[src/rtl/div_unit.sv]
// div_unit: multi-cycle radix-2 restoring divider answering the EX-stage DIV/DIVU handshake.
// Returns {remainder, quotient} on result_o while ready_o is high.
// Optional macro DIV_EARLY_TERM_EN skips the leading-zero iterations of the dividend.
module div_unit #(
   parameter int WIDTH = 32
) (
   input  logic               clk,
   input  logic               rst,
   input  logic               signed_div_i,
   input  logic [WIDTH-1:0]   opdata1_i,
   input  logic [WIDTH-1:0]   opdata2_i,
   input  logic               start_i,
   input  logic               annul_i,
   output logic [2*WIDTH-1:0] result_o,
   output logic               ready_o
);
   localparam int CW = $clog2(WIDTH + 1);
   typedef enum logic [1:0] {FREE, BYZERO, ON, END} state_t;
   state_t             state_q;
   logic [CW-1:0]      cnt_q;
   logic [2*WIDTH:0]   shreg_q;
   logic [WIDTH-1:0]   divisor_q;
   logic               qneg_q;
   logic               rneg_q;
   logic [2*WIDTH-1:0] result_q;
   logic               ready_q;
   logic               neg1;
   logic               neg2;
   logic [WIDTH-1:0]   mag1;
   logic [WIDTH-1:0]   mag2;
   logic [WIDTH+1:0]   trial;
   logic [2*WIDTH:0]   shreg_d;
   logic [WIDTH-1:0]   quot;
   logic [WIDTH-1:0]   rem;
   logic [2*WIDTH:0]   init_shreg;
   logic [CW-1:0]      init_cnt;
   logic               skip;

   // Operand magnitudes; the sign bits only matter for DIV.
   assign neg1 = signed_div_i & opdata1_i[WIDTH-1];
   assign neg2 = signed_div_i & opdata2_i[WIDTH-1];
   assign mag1 = neg1 ? -opdata1_i : opdata1_i;
   assign mag2 = neg2 ? -opdata2_i : opdata2_i;

   // One restoring step: a borrow out of the trial subtract means the quotient bit is 0.
   assign trial   = {1'b0, shreg_q[2*WIDTH:WIDTH]} - {2'b0, divisor_q};
   assign shreg_d = trial[WIDTH+1] ? {shreg_q[2*WIDTH-1:0], 1'b0}
                                   : {trial[WIDTH-1:0], shreg_q[WIDTH-1:0], 1'b1};

   // Sign correction applied when the last iteration has completed.
   assign quot = qneg_q ? -shreg_q[WIDTH-1:0] : shreg_q[WIDTH-1:0];
   assign rem  = rneg_q ? -shreg_q[2*WIDTH:WIDTH+1] : shreg_q[2*WIDTH:WIDTH+1];

`ifdef DIV_EARLY_TERM_EN
   function automatic logic [CW-1:0] lzc(input logic [WIDTH-1:0] v);
      logic [CW-1:0] n;
      n = CW'(WIDTH);
      for (int i = 0; i < WIDTH; i++)
         if (v[i]) n = CW'(WIDTH - 1 - i);
      return n;
   endfunction

   // Leading zeros of the dividend would only produce zero quotient bits, so skip them.
   assign init_cnt   = lzc(mag1);
   assign init_shreg = {{WIDTH{1'b0}}, mag1, 1'b0} << init_cnt;
   assign skip       = (mag1 == '0);
`else
   assign init_cnt   = '0;
   assign init_shreg = {{WIDTH{1'b0}}, mag1, 1'b0};
   assign skip       = 1'b0;
`endif

   // Divider FSM with registered result and ready.
   always_ff @(posedge clk or negedge rst) begin
      if (!rst) begin
         state_q   <= FREE;
         cnt_q     <= '0;
         shreg_q   <= '0;
         divisor_q <= '0;
         qneg_q    <= 1'b0;
         rneg_q    <= 1'b0;
         result_q  <= '0;
         ready_q   <= 1'b0;
      end else begin
         case (state_q)
            FREE: if (start_i && !annul_i) begin
               divisor_q <= mag2;
               qneg_q    <= neg1 ^ neg2;
               rneg_q    <= neg1;
               cnt_q     <= init_cnt;
               shreg_q   <= init_shreg;
               state_q   <= (opdata2_i == '0 || skip) ? BYZERO : ON;
            end
            BYZERO: begin
               state_q  <= annul_i ? FREE : END;
               ready_q  <= !annul_i;
               result_q <= '0;
            end
            ON: if (annul_i) begin
               state_q <= FREE;
            end else if (cnt_q == CW'(WIDTH)) begin
               result_q <= {rem, quot};
               ready_q  <= 1'b1;
               state_q  <= END;
            end else begin
               shreg_q <= shreg_d;
               cnt_q   <= cnt_q + CW'(1);
            end
            END: if (!start_i) begin
               state_q  <= FREE;
               ready_q  <= 1'b0;
               result_q <= '0;
            end
         endcase
      end
   end

   assign result_o = result_q;
   assign ready_o  = ready_q;
endmodule

[config.mk]
export PLATFORM = sky130hd
export DESIGN_NAME = div_unit
export DESIGN_NICKNAME = d
export VERILOG_FILES = /design/src/rtl/div_unit.sv
export SDC_FILE = /design/constraint.sdc
export NUM_CORES = 1
export LEC_CHECK = 0
export BUFFER_PORTS_ARGS = -buffer_cell sky130_fd_sc_hd__buf_2
export CORE_AREA = 3 3 184 186
export CTS_CLUSTER_SIZE = 28
export DETAILED_ROUTE_END_ITERATION = 7
export DIE_AREA = 0 0 187 189
export GPL_TIMING_DRIVEN = 0
export SETUP_SLACK_MARGIN = 0.3
export SYNTH_ARGS = -nofsm -noshare
export SYNTH_HDL_FRONTEND = slang
export SYNTH_SLANG_ARGS = --single-unit
[constraint.sdc]
create_clock -name clk -period 4.3 [get_ports clk]
set_input_delay 0.215 -clock clk [delete_from_list [all_inputs] [get_ports clk]]
set_output_delay 0.215 -clock clk [all_outputs]
set_load 0.01 [all_outputs]
==> results_dict.tcl <==
set metrics [dict create \
    globalplace.congestion 0.899 \
    swShare_pct 48.9 \
    cp_cell_sequence "ha_1 -> clkbuf_1 -> nand4_1 -> nor3_1 -> nor4_1 -> and2_1 -> a211oi_1 -> o21ai_2 -> nand2b_1 -> clkbuf_1 -> o21ai_0" \
    syn_nets 1462 \
    drv_slew 0 \
    die_w_um 187 \
    slowest_delay_ns 0.52 \
    cpMostUsedCell "clkbuf_1" \
    cp-end-kind "flop" \
    hp-class "in -> reg" \
    netSwitchingPower_mw 5.69 \
    critPathLaunchType "flop" \
    maxSlewHeadroom_pct 44.4 \
    grt_usage_pct 18.9 \
    rows 66 \
    synth_top_flop_cell "dfrtp_1" \
    syn_area_um2 11300 \
    yosys_warnings 0 \
    grt_overflow_total 0 \
    setup_viol 0 \
    die_area_um2 35300 \
    mostFrequentLayoutCell "nand2_1" \
    p_comb_share_pct 59.5 \
    crit_arrival_ns 3.86 \
    pwr-share-seq_pct 26.7 \
    dr.pass1.iters 5 \
    yosysSeqAreaShare_pct 38.2 \
    avgSynthCellArea_um2 8.35 \
    worst_pin_slew_ns 0.826 \
    setup.worst_path.start "shreg_q[46]" \
    syn_inst 1350 \
    layout-drive-gt1-share_pct 12.3 \
    power.share.clock_pct 13.8 \
    hold_depth 3 \
    ant_nets 0 \
    numCtsBuffers 17 \
    antenna_found_initial 0 \
    cp_num_cells 11 \
    vias 10300 \
    status "complete, no violations" \
    clock_latency_ns 0.44 \
    layout_common_cells "nand2_1 (230), o21ai_0 (194), dfrtp_1 (172)" \
    grt_max_degree 98 \
    setup.worst_path.class "reg -> reg" \
    worstHoldStart "opdata2_i[5]" \
    start_util_pct 34.7 \
    fin_crit_ns 3.57 \
    syn_to_final_growth_pct 16.6 \
    powerDensity_nw_per_um2 885 \
    synth_top_cell_area_share_pct 38.2 \
    avgRoutedWirePerCell_um 17.1 \
    num_io_pins 134 \
    yosys.area.top_type "dfrtp_1" \
    cap_violations 0 \
    fp.coreArea_um2 32500 \
    fillers 3318 \
    clock_skew_ns 0.0117 \
    synth_area_leaders "dfrtp_1 (38%), o21ai_0 (8.6%), nand2_1 (7.7%)" \
    power_mw 11.6 \
    max_freq_mhz 280 \
    root_buffer "clkbuf_16" \
    crit_fanout 10 \
    power.internal_mw 5.95 \
    numPortBuffers 133 \
    nets 1616 \
    p_leak_nw 6.05 \
    dr.first_iter.drc_count 539 \
    synth_edf_count 0 \
    cp_top_family "simple AND/OR/NAND/NOR gates" \
    slowest_stage "o21ai_2" \
    tritoncts "yes" \
    diodes 0 \
    fp.dieH_um 189 \
    viasPerCell 5.28 \
    grt_first_pass_wirelength_um 54200 \
    hold_violations 0 \
    clk_pin_slew_ns 0.07 \
    h-tree-depth 4 \
    drt_wl_total_um 33500 \
    grt_setup_unrepaired "no" \
    clock_path_buffers 2 \
    timing.final.crit_share_pct 83.0 \
    synth_seq_cells 172 \
    ys_types 59 \
    cts_sinks 172 \
    crit_buf_inv 2 \
    async_flop_share_pct 100 \
    final.setup.tns_ns 0 \
    ir_drop_mv 0.350 \
    r2r_cells 11 \
    drc 0 \
    required_ns 4.59 \
    hpwl_um 25900 \
    r2r_start "shreg_q[46]" \
    grt_pass1_vias 10100 \
]
[synth_stat cells (6+ instances only)]
cell,count
a21boi_0,6
a21o_1,8
nand2b_1,6
or3_1,18
nor2_1,74
o211ai_1,10
clkbuf_1,59
and2_1,7
xor2_1,92
a31oi_1,9
a32oi_1,11
and3_1,8
nor4_1,8
inv_1,55
nor3_1,20
o21ai_0,194
dfrtp_1,172
o31ai_1,52
ha_1,42
a21oi_1,75
o41ai_1,14
nand4b_1,6
nand2_1,230
or4_1,15
nand3_1,20
xnor2_1,47
buf_1,7
mux2i_1,26
[final timing paths]
kind | endpoint | slack, ns
max | shreg_q[0] | 0.73
max reg2reg | shreg_q[0] | 0.73
min | divisor_q[5] | 0.07
min reg2reg | result_o[12] | 0.47
min in group asynchronous | result_o[38] | 0.35
max in group asynchronous | result_o[5] | 3.08
[through the flow]
step	util, %	std cells	hold slack (ns)	worst slack, ns	area, µm²
after floorplan	-	1350	-0.0806	1.26	11300
after global placement	38.5	1925	0.459	0.185	12500
after detailed placement	38.6	1926	0.239	0.316	12500
after CTS	40.5	1959	0.0581	0.552	13100
after global routing	40.5	1959	0.0887	0.491	13100
final	40.5	1959	0.0691	0.729	13100
[cells by family (layout without fill, tap and decap cells)]
| family | Yosys count | in the layout | synth area share (%) |
|---|---|---|---|
| simple gates | 439 | 439 | 17.9 |
| compound gates | 409 | 409 | 21.9 |
| flops | 172 | 172 | 38.2 |
| xor+xnor | 139 | 139 | 10.8 |
| buf+inv | 122 | 289 | 4.07 |
| fa+ha+maj | 43 | 43 | 4.84 |
| mux | 26 | 26 | 2.31 |
[sequential cells by signal (all words and copies together) (netlist names)]
register and cells:
result_o 64, ready_o 1, cnt_q 6, qneg_q 1, divisor_q 32, state_q 2
shreg_q 65, rneg_q 1
[power by group through the flow]
stage	sequential (mW)	clock, mW	combinational [mW]
after global routing	3.22	1.69	7.74
after global placement	3.09	0	6.78
after CTS	3.10	1.62	6.92
after floorplan	2.96	0	5.02
final	3.11	1.60	6.92
after detailed placement	3.13	0	6.87
[worst min-delay path: cells and delay by family]
family / cells / cell delay (ns)
compound gates: 1 / 0.06
xor+xnor: 1 / 0.10
buf+inv: 1 / 0.09
[cell type report]
| class | instances | area [µm²] | share of cell area, % |
|---|---|---|---|
| Inverter | 55 | 206 | 1.57 |
| Clock buffer | 21 | 470 | 3.58 |
| Sequential cell | 172 | 4300 | 32.7 |
| Tap cell | 442 | 553 | 4.21 |
| Buffer | 67 | 254 | 1.93 |
| Multi-Input combinational cell | 1056 | 6510 | 49.5 |
| Timing Repair Buffer | 135 | 713 | 5.43 |
| Clock inverter | 11 | 131 | 0.999 |
[timing repair]
| item | in CTS | in global routing |
|---|---|---|
| gates resized for setup | 1 | 2 |
| pin swaps | 0 | 0 |
| hold endpoints to repair | 75 | 0 |
| setup endpoints to repair | 4 | 1 |
| hold buffers | 1 | 0 |
| buffers inserted | 0 | 0 |
[per-layer routing]
layer	vias up	GRT usage [%]	share of wire [%]
li1	5104	-	-
met1	4908	26.4	48
met2	296	30.3	45
met3	31	3.26	5.3
met4	0	5.50	1.6
met5	-	0	0
No activity file was read; power rests on OpenSTA's default activity.
